**src/rtl/pipelined_addsub_pkg.sv**
```systemverilog
// Shared constants and elaboration helpers for pipelined_addsub.
// The sat_value helper is used only when PIPELINED_ADDSUB_SATURATE_EN is defined.
package pipelined_addsub_pkg;

  localparam logic ADD = 1'b0;
  localparam logic SUB = 1'b1;

  // Upper bound on WIDTH for the saturation helpers; callers slice down.
  localparam int unsigned MAX_W = 1024;

  function automatic int unsigned stages(input int unsigned width, input int unsigned chunk);
    return (width + chunk - 1) / chunk;
  endfunction

  // Width of chunk k; only the last chunk can be narrower than CHUNK.
  function automatic int unsigned chunk_w(input int unsigned width, input int unsigned chunk,
                                          input int unsigned k);
    return (k == stages(width, chunk) - 1) ? width - k * chunk : chunk;
  endfunction

  function automatic logic [MAX_W-1:0] sat_max(input int unsigned width);
    return (MAX_W'(1) << (width - 1)) - MAX_W'(1);
  endfunction

  function automatic logic [MAX_W-1:0] sat_min(input int unsigned width);
    return MAX_W'(1) << (width - 1);
  endfunction

  // Clamp value chosen by the sign of operand a.
  function automatic logic [MAX_W-1:0] sat_value(input logic neg, input int unsigned width);
    return neg ? sat_min(width) : sat_max(width);
  endfunction

endpackage

```
**src/rtl/addsub_stage.sv**
```systemverilog
// One pipeline stage: resolves a CW-bit slice of the carry chain and holds its result.
// With PIPELINED_ADDSUB_SATURATE_EN defined, the last stage clamps on signed overflow.
module addsub_stage
  import pipelined_addsub_pkg::*;
#(
  parameter int unsigned WIDTH = 8,
  parameter int unsigned CW    = 4,
  parameter int unsigned LSB   = 0,
  parameter bit          LAST  = 1'b0
) (
  input  logic             clock,
  input  logic             reset,
  input  logic             in_valid,
  input  logic             advance,
  input  logic [WIDTH-1:0] in_a,
  input  logic [WIDTH-1:0] in_b,
  input  logic [WIDTH-1:0] in_s,
  input  logic             in_carry,
  input  logic             in_sub,
  output logic             valid,
  output logic [WIDTH-1:0] a,
  output logic [WIDTH-1:0] b,
  output logic [WIDTH-1:0] s,
  output logic             carry,
  output logic             sub,
  output logic             c,
  output logic             v
);

  localparam int unsigned MSB = LSB + CW - 1;

  logic [CW:0]      sum_c;
  logic             carry_msb_c;
  logic             v_c;
  logic [WIDTH-1:0] s_c;

  // Chunk adder; b is already inverted upstream for subtraction.
  always_comb begin
    sum_c       = {1'b0, in_a[LSB +: CW]} + {1'b0, in_b[LSB +: CW]} + {{CW{1'b0}}, in_carry};
    carry_msb_c = in_a[MSB] ^ in_b[MSB] ^ sum_c[CW-1];
    v_c         = carry_msb_c ^ sum_c[CW];
    s_c         = in_s;
    s_c[LSB +: CW] = sum_c[CW-1:0];
`ifdef PIPELINED_ADDSUB_SATURATE_EN
    if (LAST && v_c) s_c = WIDTH'(sat_value(in_a[WIDTH-1], WIDTH));
`endif
  end

  // Stage register: loads only on an advancing valid op, otherwise holds.
  always_ff @(posedge clock or negedge reset) begin
    if (!reset) begin
      valid <= 1'b0;
      a     <= '0;
      b     <= '0;
      s     <= '0;
      carry <= 1'b0;
      sub   <= 1'b0;
      c     <= 1'b0;
      v     <= 1'b0;
    end else if (advance) begin
      valid <= in_valid;
      if (in_valid) begin
        a     <= in_a;
        b     <= in_b;
        s     <= s_c;
        carry <= sum_c[CW];
        sub   <= in_sub;
        c     <= sum_c[CW] ^ in_sub;
        v     <= v_c;
      end
    end
  end

endmodule

```
**src/rtl/pipelined_addsub.sv**
```systemverilog
// WIDTH-bit add/subtract with the carry chain split into CHUNK-bit pipeline stages.
// Optional output clamping on overflow: define PIPELINED_ADDSUB_SATURATE_EN.
module pipelined_addsub
  import pipelined_addsub_pkg::*;
#(
  parameter int unsigned WIDTH = 8,
  parameter int unsigned CHUNK = 4
) (
  input  logic             clock,
  input  logic             reset,
  input  logic [WIDTH-1:0] io_in_a,
  input  logic [WIDTH-1:0] io_in_b,
  input  logic             io_in_sub,
  input  logic             io_in_cin,
  input  logic             io_in_valid,
  output logic             io_in_ready,
  output logic [WIDTH-1:0] io_out_s,
  output logic             io_out_c,
  output logic             io_out_v,
  output logic             io_out_valid,
  input  logic             io_out_ready
);

  localparam int unsigned STAGES = stages(WIDTH, CHUNK);

  // Index 0 is the input side; index k+1 is the register of stage k.
  logic             st_valid [STAGES+1];
  logic [WIDTH-1:0] st_a     [STAGES+1];
  logic [WIDTH-1:0] st_b     [STAGES+1];
  logic [WIDTH-1:0] st_s     [STAGES+1];
  logic             st_carry [STAGES+1];
  logic             st_sub   [STAGES+1];
  logic             st_c     [STAGES];
  logic             st_v     [STAGES];
  logic [STAGES-1:0] adv_c;

  assign st_valid[0] = io_in_valid;
  assign st_a[0]     = io_in_a;
  assign st_b[0]     = (io_in_sub == SUB) ? ~io_in_b : io_in_b;
  assign st_s[0]     = '0;
  assign st_carry[0] = (io_in_sub == SUB) ? ~io_in_cin : io_in_cin;
  assign st_sub[0]   = io_in_sub;

  // Backpressure chain: a stage moves if it is empty or the one after it moves.
  always_comb begin
    logic chain;
    chain = io_out_ready;
    adv_c = '0;
    for (int k = int'(STAGES) - 1; k >= 0; k--) begin
      chain    = !st_valid[k+1] || chain;
      adv_c[k] = chain;
    end
  end

  assign io_in_ready = adv_c[0];

  for (genvar k = 0; k < STAGES; k++) begin : g_stage
    localparam int unsigned CW = chunk_w(WIDTH, CHUNK, k);
    addsub_stage #(
      .WIDTH (WIDTH),
      .CW    (CW),
      .LSB   (k * CHUNK),
      .LAST  (k == STAGES - 1)
    ) u_stage (
      .clock    (clock),
      .reset    (reset),
      .in_valid (st_valid[k]),
      .advance  (adv_c[k]),
      .in_a     (st_a[k]),
      .in_b     (st_b[k]),
      .in_s     (st_s[k]),
      .in_carry (st_carry[k]),
      .in_sub   (st_sub[k]),
      .valid    (st_valid[k+1]),
      .a        (st_a[k+1]),
      .b        (st_b[k+1]),
      .s        (st_s[k+1]),
      .carry    (st_carry[k+1]),
      .sub      (st_sub[k+1]),
      .c        (st_c[k]),
      .v        (st_v[k])
    );
  end

  assign io_out_valid = st_valid[STAGES];
  assign io_out_s     = st_s[STAGES];
  assign io_out_c     = st_c[STAGES-1];
  assign io_out_v     = st_v[STAGES-1];

endmodule

```
**config.mk**
```make
export PLATFORM = sky130hd
export DESIGN_NAME = pipelined_addsub
export DESIGN_NICKNAME = d
export VERILOG_FILES = /design/src/rtl/pipelined_addsub_pkg.sv /design/src/rtl/addsub_stage.sv /design/src/rtl/pipelined_addsub.sv
export SDC_FILE = /design/constraint.sdc
export NUM_CORES = 1
export LEC_CHECK = 0
export CAP_MARGIN = 5
export CORE_AREA = 2 2 57 64
export DETAILED_ROUTE_END_ITERATION = 7
export DIE_AREA = 0 0 59 66
export GPL_TIMING_DRIVEN = 0
export MAX_ROUTING_LAYER = met4
export PLACE_DENSITY = 0.73
export SYNTH_ARGS = -nofsm -noshare
export SYNTH_HDL_FRONTEND = slang
export SYNTH_SLANG_ARGS = --single-unit
export TNS_END_PERCENT = 30
```
**constraint.sdc**
```tcl
create_clock -name clock -period 1.95 [get_ports clock]
set_clock_uncertainty 0.05 [all_clocks]
set_input_delay 0.39 -clock clock [delete_from_list [all_inputs] [get_ports clock]]
set_output_delay 0.39 -clock clock [all_outputs]
set_load 0.03 [all_outputs]
```
# After elaboration in Yosys (flattened, before gate mapping)
# Cells that the tools add are included.
# word_totals
reg_bits	34
word_cells	28
in_bits	22
output_inout_bits	12
# op_classes
n_mux	2
add_sub_neg	4
n_reduce_logical	6
bitwise	6
# op_table
operator	count
$add 4x4->5	2
$add 5x1->5	2
$mux 8	1
$not 8->8	1
$reduce_and 2->1	2
$xor 1x1->1	4
$logic_not 1->1	2
$logic_or 1x1->1	2
$mux 1	1
$not 1->1	1

# Longest topological paths before layout
# logic_depth
depth_word	4
mapped_depth	7
ltp_nobuf	7

# Hierarchy
# Synthesis repeated with hierarchy kept, for this count alone.
# unflattened
cells_unflattened	189
hier_area_um2	2702.6
# by_module_without_submodules
mod	instances	cells_each	seq_area_each_um2	area_per_inst_um2
addsub_stage (g_stage[0].u_stage)	1	88	725.7	1301.2
addsub_stage (g_stage[1].u_stage)	1	88	725.7	1293.7
pipelined_addsub	1	13	0.0	107.6

# Worst setup path after synthesis
# No wires, ideal clock.
# synth_path
path_kind	input-to-reg
from	input port io_in_sub
to	register g_stage[0].u_stage.carry
path_slack_ns	-0.234
setup_time_ns	0.127
path_buffers	1
arrival_time_ns	2.007
required_time_ns	1.773
stages	7
cell_sequence	buf_2 xor2_1 fa_1 fa_1 a21o_1 a211oi_1 a21oi_1
# synth_between
elab_chain_len	3
elab_cells_between_ends	4
cone_classes	add/sub (2); mux (2)
# synth_rtl
item	line_no	rtl
start, declared	pipelined_addsub.sv:13	input logic io_in_sub,
$mux 8	pipelined_addsub.sv:39	assign st_b[0] = (io_in_sub == SUB) ? ~io_in_b : io_in_b;
$add 4x4->5	addsub_stage.sv:39	sum_c = {1'b0, in_a[LSB +: CW]} + {1'b0, in_b[LSB +: CW]} + {{CW{1'b0}}, in_carry};
$add 5x1->5 *	addsub_stage.sv:39	
end signal, assigned	addsub_stage.sv:66	carry <= sum_c[CW];
end, declared	addsub_stage.sv:24	output logic carry,
# Mark *: on every way between the ends. The rest lies on a longest branch, timed or not.
# A chain may end at the register's enable or synchronous reset.

# Worst setup path in the final report
# layout_path
from	register g_stage[0].u_stage.a[4]
to	register g_stage[1].u_stage.c
# layout_between
elab_chain_len	3
# layout_rtl
item	line_no	rtl
start, declared	addsub_stage.sv:21	output logic [WIDTH-1:0] a,
start signal, assigned	addsub_stage.sv:63	a <= in_a;
$add 4x4->5	addsub_stage.sv:39	
$add 5x1->5	addsub_stage.sv:39	
$xor 1x1->1	addsub_stage.sv:68	c <= sum_c[CW] ^ in_sub;
end signal, assigned	addsub_stage.sv:68	
end, declared	addsub_stage.sv:26	output logic c,
# No other way between the ends.

==> results.sh <==
export IMPL_status="complete, no violations"
export IMPL_grt_max_degree=27
export IMPL_die_y_um=66
export IMPL_worstSetupPathType="reg2reg"
export IMPL_setup_tns_ps=0
export IMPL_ys_seq_area_share_pct=47.3
export IMPL_worstMarginPinSlew_ps=1100
export IMPL_rr_endpoint="g_stage[1].u_stage.c"
export IMPL_final_cell_mix="29 x clkdlybuf4s50_1, 26 x dfrtp_1, 11 x nand2_1"
export IMPL_antenna_found_initial=0
export IMPL_io_pins=34
export IMPL_slew_viol_final=0
export IMPL_grt_pass1_wl_um=4070
export IMPL_cts_buffers=3
export IMPL_clock_path_buffers=2
export IMPL_synth_ff_latch_count=26
export IMPL_vias=892
export IMPL_gp_congestion=0.721
export IMPL_root_buffer="clkbuf_4"
export IMPL_hp_class="in2reg"
export IMPL_n_fill_cell=298
export IMPL_syn_avg_cell_area_um2=12.2
export IMPL_whs_ps=323
export IMPL_max_cap_violations=0
export IMPL_wire_per_inst_um=12.9
export IMPL_worst_r2r_path_depth=7
export IMPL_clk_pin_slew_ps=130
export IMPL_cp_max_fo=2
export IMPL_via_per_inst=4.80
export IMPL_irDropWorstVdd_mv=0.339
export IMPL_yosysWarnings=0
export IMPL_n_antenna_cell=0
export IMPL_io_buffer_count=32
export IMPL_syn_inst=113
export IMPL_dr_pass1_iters=4
export IMPL_dpl_instance_area_um2=1770
export IMPL_power_leakage_nw=0.833
export IMPL_fp_dieW_um=59
export IMPL_cpMaxStageDelayCell="fa_2"
export IMPL_grt_usage_pct=14.7
export IMPL_drt_iter0_drc=7
export IMPL_worstSetupStartpointType="register"
export IMPL_cp_common_cell="fa_2"
export IMPL_fin_crit_ps=1910
export IMPL_antenna_left=0
export IMPL_syn_nets=145
export IMPL_area_growth_pct=33.6
export IMPL_dieArea_um2=3890
export IMPL_wirelength_um=2390
export IMPL_layout_commonest_cell="clkdlybuf4s50_1"
export IMPL_htreeDepth=1
export IMPL_synth_cell_types=24
export IMPL_crit_arrival_ps=2080
export IMPL_cts_num_sinks=26
export IMPL_fmax_mhz=523
export IMPL_cts_tree="yes"
export IMPL_power_density_nw_per_um2=1040
export IMPL_critPathCapture="g_stage[1].u_stage.c"
export IMPL_worst_endpoint_required_ps=2120
export IMPL_remaining_drc_errors=0
export IMPL_hold_buffers=0
export IMPL_nNetsFinal=184
export IMPL_worstSetupStartpoint="g_stage[0].u_stage.a[4]"
export IMPL_grt_overflow=0
export IMPL_layout_drive_gt1_share_pct=22.7
export IMPL_fin_crit_sh_pct=98.1
export IMPL_rrSetupSlack_ps=40
export IMPL_grt_pass1_vias=975
export IMPL_setup_viol=0
export IMPL_max_slew_margin_rel_pct=26.4
export IMPL_fp_row_count=22
export IMPL_syn_area_um2=1380
export IMPL_core_area_um2=3250
export IMPL_crit_path_max_incr_delay_ps=410
export IMPL_start_util_pct=42.4
export IMPL_dp_final_hpwl_um=1940
export IMPL_path_cells="inv_1, fa_2, fa_2, nand2b_4, a21oi_2, xnor2_1, o21ai_1"
export IMPL_finalHoldViolations=0
export IMPL_endpoint_kind="register"
export IMPL_rr_startpoint="g_stage[0].u_stage.a[4]"
export IMPL_clock_latency_ps=320
export IMPL_final_util_pct=56.6
export IMPL_stdcell_area_um2=1840
kinds of logic (layout without fill, tap and decap cells):
| kind of cell | count (synthesis) | in the layout | synth area share (%) |
|---|---|---|---|
| muxes | 11 | 11 | 10.6 |
| adders and majority gates | 10 | 10 | 11.3 |
| and+or+nand+nor | 22 | 22 | 8.64 |
| xor gates and xnor gates | 15 | 15 | 9.55 |
| DFF | 26 | 26 | 47.3 |
| AOI/OAI and AO/OA | 20 | 20 | 8.36 |
| buffers and inverters | 9 | 46 | 4.27 |
critical path, delay by kind of cell (launching register included):
| kind | cells | cell delay (ps) |
|---|---|---|
| adders and majority gates | 2 | 780 |
| DFF | 1 | 370 |
| and+or+nand+nor | 1 | 150 |
| buffers and inverters | 1 | 60 |
| AOI/OAI and AO/OA | 2 | 260 |
| xor gates and xnor gates | 1 | 140 |
flip-flops by register name, indices dropped and copies added, names as in the netlist:
signal,cells
g_stage.u_stage.v,1
g_stage.u_stage.carry,1
g_stage.u_stage.s,12
g_stage.u_stage.a,4
g_stage.u_stage.c,1
g_stage.u_stage.b,4
g_stage.u_stage.valid,2
g_stage.u_stage.sub,1
cells in the mapped netlist:
cell / number / area [µm²]
a211oi_1: 1 / 7.51
a21o_1: 2 / 15.0
a21oi_1: 5 / 25.0
a21oi_2: 1 / 8.76
buf_12: 1 / 20.0
buf_2: 1 / 5.00
buf_4: 2 / 15.0
dfrtp_1: 26 / 651
fa_1: 4 / 80.1
ha_1: 6 / 75.1
inv_1: 5 / 18.8
mux2_2: 5 / 56.3
mux2_4: 6 / 90.1
nand2_1: 11 / 41.3
nand2_2: 1 / 6.26
nand2_4: 1 / 11.3
nand2b_1: 4 / 25.0
nand3b_4: 1 / 20.0
nor2_1: 4 / 15.0
o21ai_0: 7 / 35.0
o21ai_1: 3 / 15.0
o21ai_2: 1 / 8.76
xnor2_1: 6 / 52.6
xor2_1: 9 / 78.8
routing by layer:
| layer | track usage, % | up-vias | routed length [µm] |
|---|---|---|---|
| li1 | - | 443 | - |
| met1 | 14.5 | 418 | 923 |
| met2 | 27.2 | 26 | 1310 |
| met3 | 1.37 | 5 | 93 |
| met4 | 8.52 | 0 | 71 |
| met5 | - | - | 0 |
worst min-delay path by stage:
stage                     slack (ps)  cells after the start                 endpoint                     from
after detailed placement         420                      2  g_stage[1].u_stage.s[4]  g_stage[1].u_stage.s[4]
after global routing             330                      2   g_stage[0].u_stage.sub                io_in_sub
after CTS                        310                      2   g_stage[0].u_stage.sub                io_in_sub
final                            320                      2   g_stage[0].u_stage.sub                io_in_sub
after floorplan                   40                      0  g_stage[0].u_stage.a[4]                    reset
after global placement           410                      2  g_stage[0].u_stage.s[3]  g_stage[0].u_stage.s[3]
cell type report:
cell class | instances | area (µm²) | area share, %
plain buffers | 4 | 55.1 | 2.99
clock buffers | 3 | 22.5 | 1.22
inverters | 5 | 18.8 | 1.02
repair buffers | 34 | 335 | 18.2
flip-flops and latches | 26 | 651 | 35.4
well taps | 36 | 45.0 | 2.45
multi-input cells | 78 | 712 | 38.7
stage by stage:
step	power [mW]	instances	setup WS (ps)
detailed placement	1.69	181	-542
finish	1.90	186	36.5
global route	2.03	186	-7.92
CTS	1.91	184	-9.38
global placement	1.65	181	-510
floorplan	1.34	113	-83.6
power breakdown:
group | leakage (nW) | switching [mW] | internal (mW) | total [mW]
Sequential | 0.307 | 0.0820 | 0.693 | 0.775
Clock | 0.0138 | 0.146 | 0.0725 | 0.218
Combinational | 0.512 | 0.462 | 0.449 | 0.911
Total | 0.833 | 0.690 | 1.21 | 1.90
timing repair:
| item | CTS | global route |
|---|---|---|
| setup buffers | 0 | 2 |
| pin swaps | 2 | 9 |
| endpoints found under the hold margin | 0 | 0 |
| gates cloned | 0 | 0 |
| endpoints found under the setup margin | 6 | 4 |
| resized for setup | 4 | 4 |
Note: power is estimated with default switching activity, not from simulation.
